--- src/rtl/rgb_led_pwm_if.sv ---
`default_nettype none
// +----------------------------------------------------------------------+
// | rgb_led_pwm_if                                                       |
// | Valid/ready colour write port feeding the RGB LED PWM block.         |
// | Revision: 1.0                                                        |
// +----------------------------------------------------------------------+
interface rgb_led_pwm_if #(
  parameter int NUM_LEDS = 4,
  parameter int DUTY_W   = 8
);
  localparam int c_idx_w = (NUM_LEDS > 1) ? $clog2(NUM_LEDS) : 1;

  logic                  wr_valid;
  logic                  wr_ready;
  logic [c_idx_w-1:0]    wr_idx;
  logic [3*DUTY_W-1:0]   wr_rgb;

  modport master (
    output wr_valid,
    output wr_idx,
    output wr_rgb,
    input  wr_ready
  );

  modport slave (
    input  wr_valid,
    input  wr_idx,
    input  wr_rgb,
    output wr_ready
  );
endinterface
`default_nettype wire

--- src/rtl/rgb_led_pwm.sv ---
`default_nettype none
// +----------------------------------------------------------------------+
// | rgb_led_pwm                                                          |
// | Per-LED 8-bit RGB PWM with double-buffered, frame-aligned updates.   |
// | Revision: 1.0                                                        |
// +----------------------------------------------------------------------+
module rgb_led_pwm #(
  parameter int NUM_LEDS = 4,
  parameter int DUTY_W   = 8,
  parameter int PRESCALE = 250
) (
  input  wire logic                sclk,
  input  wire logic                resetn,
  input  wire logic                enable,
  rgb_led_pwm_if.slave             wr,
  output logic [NUM_LEDS-1:0]      led_r,
  output logic [NUM_LEDS-1:0]      led_g,
  output logic [NUM_LEDS-1:0]      led_b,
  output logic                     frame_start
);

  localparam int c_idx_w = (NUM_LEDS > 1) ? $clog2(NUM_LEDS) : 1;
  localparam int c_slots = 2 ** c_idx_w;
  localparam int c_pre_w = (PRESCALE > 1) ? $clog2(PRESCALE) : 1;
  localparam int c_rgb_w = 3 * DUTY_W;
  localparam logic [c_pre_w-1:0] c_pre_max   = c_pre_w'(PRESCALE - 1);
  localparam logic [DUTY_W-1:0]  c_phase_max = '1;

  logic [c_pre_w-1:0]  r_pre_cnt;
  logic [DUTY_W-1:0]   r_phase;
  logic                r_frame_start;
  logic                w_tick;
  logic                w_bnd;
  logic                w_accept;
  logic [NUM_LEDS-1:0] w_pflag;
  logic [c_slots-1:0]  w_flag_slot;

  assign w_tick = (r_pre_cnt == c_pre_max);
  assign w_bnd  = w_tick && (r_phase == c_phase_max);

  always_ff @(posedge sclk or negedge resetn) begin
    if (!resetn) begin
      r_pre_cnt     <= '0;
      r_phase       <= '0;
      r_frame_start <= 1'b0;
    end else begin
      r_pre_cnt     <= w_tick ? '0 : r_pre_cnt + 1'b1;
      r_frame_start <= w_bnd;
      if (w_tick) begin
        r_phase <= r_phase + 1'b1;
      end
    end
  end

  assign frame_start = r_frame_start;

  // Unused index slots read as "no pending value", so out-of-range writes
  // are always accepted and simply dropped.
  for (genvar s = 0; s < c_slots; s++) begin : g_slot
    if (s < NUM_LEDS) begin : g_used
      assign w_flag_slot[s] = w_pflag[s];
    end else begin : g_unused
      assign w_flag_slot[s] = 1'b0;
    end
  end

  assign wr.wr_ready = ~w_flag_slot[wr.wr_idx];
  assign w_accept    = wr.wr_valid && wr.wr_ready;

  for (genvar i = 0; i < NUM_LEDS; i++) begin : g_led
    localparam logic [c_idx_w-1:0] c_my_idx = c_idx_w'(i);

    logic               w_hit;
    logic               w_commit;
    logic               r_pflag;
    logic [c_rgb_w-1:0] r_pend;
    logic [c_rgb_w-1:0] r_active;
    logic               r_led_r;
    logic               r_led_g;
    logic               r_led_b;

    assign w_hit    = w_accept && (wr.wr_idx == c_my_idx);
    assign w_commit = w_bnd && r_pflag;

    // A hit implies the flag was clear, so it never collides with a commit.
    always_ff @(posedge sclk or negedge resetn) begin
      if (!resetn) begin
        r_pflag  <= 1'b0;
        r_pend   <= '0;
        r_active <= '0;
      end else begin
        if (w_hit) begin
          r_pend  <= wr.wr_rgb;
          r_pflag <= 1'b1;
        end else if (w_commit) begin
          r_pflag <= 1'b0;
        end
        if (w_commit) begin
          r_active <= r_pend;
        end
      end
    end

    always_ff @(posedge sclk or negedge resetn) begin
      if (!resetn) begin
        r_led_r <= 1'b0;
        r_led_g <= 1'b0;
        r_led_b <= 1'b0;
      end else begin
        r_led_r <= enable && (r_phase < r_active[c_rgb_w-1 -: DUTY_W]);
        r_led_g <= enable && (r_phase < r_active[2*DUTY_W-1 -: DUTY_W]);
        r_led_b <= enable && (r_phase < r_active[DUTY_W-1:0]);
      end
    end

    assign w_pflag[i] = r_pflag;
    assign led_r[i]   = r_led_r;
    assign led_g[i]   = r_led_g;
    assign led_b[i]   = r_led_b;
  end

endmodule
`default_nettype wire

--- src/flat_wrapper.sv ---
// flat-port wrapper written by rule: the top's interface ports become plain ports
module rgb_led_pwm_flat 
#(
  parameter int NUM_LEDS = 4,
  parameter int DUTY_W   = 8,
  parameter int PRESCALE = 250
)
  (sclk, resetn, enable, led_r, led_g, led_b, frame_start, wr_wr_valid, wr_wr_idx, wr_wr_rgb, wr_wr_ready);
  rgb_led_pwm_if #(.NUM_LEDS(NUM_LEDS), .DUTY_W(DUTY_W)) wr_i ();
  input  wire logic sclk;
  input  wire logic resetn;
  input  wire logic enable;
  output logic [NUM_LEDS-1:0] led_r;
  output logic [NUM_LEDS-1:0] led_g;
  output logic [NUM_LEDS-1:0] led_b;
  output logic frame_start;
  input wire logic [$bits(wr_i.wr_valid)-1:0] wr_wr_valid;
  input wire logic [$bits(wr_i.wr_idx)-1:0] wr_wr_idx;
  input wire logic [$bits(wr_i.wr_rgb)-1:0] wr_wr_rgb;
  output wire logic [$bits(wr_i.wr_ready)-1:0] wr_wr_ready;
  assign wr_i.wr_valid = wr_wr_valid;
  assign wr_i.wr_idx = wr_wr_idx;
  assign wr_i.wr_rgb = wr_wr_rgb;
  assign wr_wr_ready = wr_i.wr_ready;
  rgb_led_pwm #(.NUM_LEDS(NUM_LEDS), .DUTY_W(DUTY_W), .PRESCALE(PRESCALE)) u_core (.sclk(sclk), .resetn(resetn), .enable(enable), .wr(wr_i), .led_r(led_r), .led_g(led_g), .led_b(led_b), .frame_start(frame_start));
endmodule
--- config.mk ---
export PLATFORM = sky130hd
export DESIGN_NAME = rgb_led_pwm_flat
export DESIGN_NICKNAME = d
export VERILOG_FILES = /design/src/rtl/rgb_led_pwm_if.sv /design/src/rtl/rgb_led_pwm.sv /design/src/flat_wrapper.sv
export SDC_FILE = /design/constraint.sdc
export NUM_CORES = 1
export LEC_CHECK = 0
export CAP_MARGIN = 20
export CORE_ASPECT_RATIO = 0.5
export CORE_MARGIN = 1
export CORE_UTILIZATION = 50
export CTS_BUF_LIST = sky130_fd_sc_hd__clkbuf_4
export CTS_CLUSTER_DIAMETER = 80
export CTS_CLUSTER_SIZE = 8
export DETAILED_ROUTE_END_ITERATION = 6
export HOLD_SLACK_MARGIN = 0.03
export PLACE_DENSITY_LB_ADDON = 0.2
export SETUP_SLACK_MARGIN = 0.02
export SLEW_MARGIN = 40
export SYNTH_ARGS = -nofsm -noshare
export SYNTH_HDL_FRONTEND = slang
export SYNTH_SLANG_ARGS = --single-unit
--- constraint.sdc ---
create_clock -name sclk -period 2.75 [get_ports sclk]
set_clock_uncertainty 0.15 [all_clocks]
set_input_delay 0.275 -clock sclk [delete_from_list [all_inputs] [get_ports sclk]]
set_output_delay 0.275 -clock sclk [all_outputs]
set_load 0.03 [all_outputs]
==> results.ini <==
[die]
dieArea_sq_um = 22220
core.rowCount = 37
die_h_microns = 105.9
fp.dieW_microns = 209.8
start_util_pct = 51.83
core-area_sq_um = 20830
ioPinCount = 44

[sta]
hold_viol = 0
final-setup-viol-count = 0
period_minus_slack_ns = 2.448
rsz0062_at_grt = no
fin_crit_sh_pct = 89.03
setup-tns-final_ns = 0
slew-limit-headroom_pct = 46.75
finalMaxSlewViolations = 0
fmax_mhz = 408.4
worstMarginPinSlew_ns = 0.7785

[drt]
vias = 6462
drt_iter0_markers = 289
dr.pass1.iters = 4
drc = 0
ant_nets = 0
viasPerCell = 5.500
wirelength_microns = 22360
wl_per_cell_microns = 19.03

[critical_path]
cp_cell_sequence = mux4_2 > inv_1 > dlygate4sd2_1
cpMaxStageDelayCell = mux4_2
required_ns = 2.33
cp_max_fo = 4
setup.worst_path.end_class = output port
startpoint_type = flip-flop
critPathTopFamily = multiplexers
worstPathArrival_ns = 2.02
crit_path_max_incr_delay_ns = 0.48
crit_type = flip-flop to output port
path_buf_inv = 2

[logic_synthesis]
synth_edf_count = 0
synth_top_family_by_area = multiplexers
ys.flop_type = dfrtp_1
synth_top_cell_by_area = dfrtp_1
synthAdderAreaFrac_pct = 10.08
synthMuxAreaShare_pct = 20.69
yosys-top-cells-area = dfrtp_1 52%, mux2_2 19%, ha_1 10%
yosysWarnings = 0
netlist_instances = 821
ys_ff_latch = 225
ys_seq_area_share_pct = 52.15
synth_fp_nets = 938
async_reset_ff_share_pct = 100.0
avgSynthCellArea_sq_um = 13.15
synthDistinctLibCells = 37
synth_compound_area_share_pct = 4.091
yosys.area_share.simple_pct = 6.606
synth_xor_area_share_pct = 0.8112
synth_top_area_share_pct = 52.15
synthTopCellsByCount = 225 x dfrtp_1, 183 x mux2_2, 93 x inv_1
synth_area_sq_um = 10800
synth.most_common_cell = dfrtp_1

[finish]
drive_gt1_share_pct = 30.85
final_util_pct = 57.57
areaGrowthSynthToFinish_pct = 11.08
fillers = 1778
finalNetCount = 1016

[cts]
cts_tree = yes
clkTransAtPathRegs_ns = 0.11
cts_root_buf = clkbuf_4
cts-buffers-inserted = 34
htree_num_levels = 2
clk_latency_ns = 0.62
postCtsSetupBuffers = 0
cts_sinks = 225
clockBufferDepth = 3

[run_status]
outcome = finished, final reports clean

[place]
place_congestion = 0.8117
portBuffers = 43
hpwl_microns = 15090

[global_route]
grt_use_total_pct = 21.63
grt_pass1_vias = 6791
grt_overflow = 0
antenna_found_initial = 1
grt_max_degree = 61
grt_pass1_wl_microns = 37110

[min_path]
hp-class = input pin to flip-flop

[run]
maxCapViolCount = 0

[power_and_ir_drop]
irDropWorstVdd_v = 0.0002283
p_leak_uw = 0.005575
power.density_nw_per_um2 = 550.1

[cell usage in the layout, fill, tap and decap left out, types with 10 or more instances in the layout]
master,n
nor3_1,26
clkbuf_4,36
nor3b_1,12
clkdlybuf4s50_1,41
inv_1,93
mux2_2,183
a2111oi_0,11
ha_1,87
a21oi_1,15
buf_4,25
o2111ai_1,12
o21ai_0,27
nor2_1,19
dfrtp_1,225
mux2_4,10
nor2b_1,11
[area by class of cell]
cell class	count	area, sq um	area share (%)
Inverter	93	349.1	2.911
Sequential cell	225	5630	46.95
Clock buffer	36	270.3	2.254
Timing Repair Buffer	78	809.5	6.750
Clock inverter	2	12.51	0.1043
Tap cell	273	341.6	2.848
Antenna cell	1	2.502	0.02087
Multi-Input combinational cell	467	4577	38.16
[worst reg2reg max path, cell delays in order (launching register included)]
cell	delay (ns)
dfrtp_1	0.41
inv_1	0.07
ha_1	0.18
nand4b_4	0.31
nor4_4	0.46
buf_4	0.27
mux2_2	0.36
[path summary, 6_finish.rpt]
kind / slack, ns / cells after the start / endpoint / from
setup / recovery: 0.30 / 3 / wr_wr_ready / u_core.g_led[2].r_pflag
hold / removal: 0.20 / 3 / u_core.g_led[1].r_led_g / enable
setup reg to reg: 0.45 / 6 / u_core.g_led[1].r_active[9] / u_core.r_pre_cnt[1]
hold reg to reg: 0.34 / 1 / u_core.g_led[3].r_active[20] / u_core.g_led[3].r_pend[20]
max in group asynchronous: 1.46 / 4 / u_core.g_led[3].r_pend[10] / resetn
min in group asynchronous: 0.45 / 3 / u_core.g_led[2].r_active[23] / resetn
[layer usage]
layer	share of wire [%]	vias to the layer above	global-route usage, %
met5	0	-	0
li1	-	3049	-
met3	4.6	45	4.638
met1	50	3258	31.97
met2	43	110	32.44
met4	2.0	0	5.579
[state kept, by name, indices dropped and copies added (netlist names)]
name                   flops
u_core.frame_start         1
u_core.g_led.r_active     96
u_core.g_led.r_led_b       4
u_core.g_led.r_led_g       4
u_core.g_led.r_led_r       4
u_core.g_led.r_pend       96
u_core.g_led.r_pflag       4
u_core.r_phase             8
u_core.r_pre_cnt           8
[through the flow]
step / cell area [sq um] / hold slack [ns] / cells / setup WS [ns] / total power, uW
final: 11990 / 0.1964 / 1175 / 0.3015 / 6597
after global placement: 11660 / 0.08127 / 1133 / 0.3229 / 4874
after detailed placement: 11660 / 0.09062 / 1133 / 0.2915 / 4950
after global routing: 11990 / 0.1687 / 1175 / 0.2176 / 6949
after CTS: 11990 / 0.1392 / 1174 / 0.2588 / 6691
after floorplan: 10800 / -0.1706 / 821 / 0.4790 / 4614
[cell families (layout without fill, tap and decap cells)]
kind of cell / after synthesis / in the layout
adder cells (fa/ha/maj): 87 / 87
AO/OA/AOI/OAI: 69 / 69
XOR/XNOR: 10 / 10
multiplexers: 194 / 194
flip-flops: 225 / 225
AND/OR/NAND/NOR: 107 / 107
buffers and inverters: 129 / 209
other: 0 / 1
[power by group]
part	total (uW)	internal (uW)	switching (uW)
clock	1720	612	1110
sequential	4140	3850	292
combinational	737	478	259
total	6600	4940	1660
[repair_timing]
| item | CTS | global route |
|---|---|---|
| hold buffers | 3 | 0 |
| endpoints found under the setup margin | 1 | 0 |
| hold endpoints to repair | 225 | 0 |
| gates resized for setup | 1 | 0 |
Note: power is estimated with default switching activity, not from simulation.
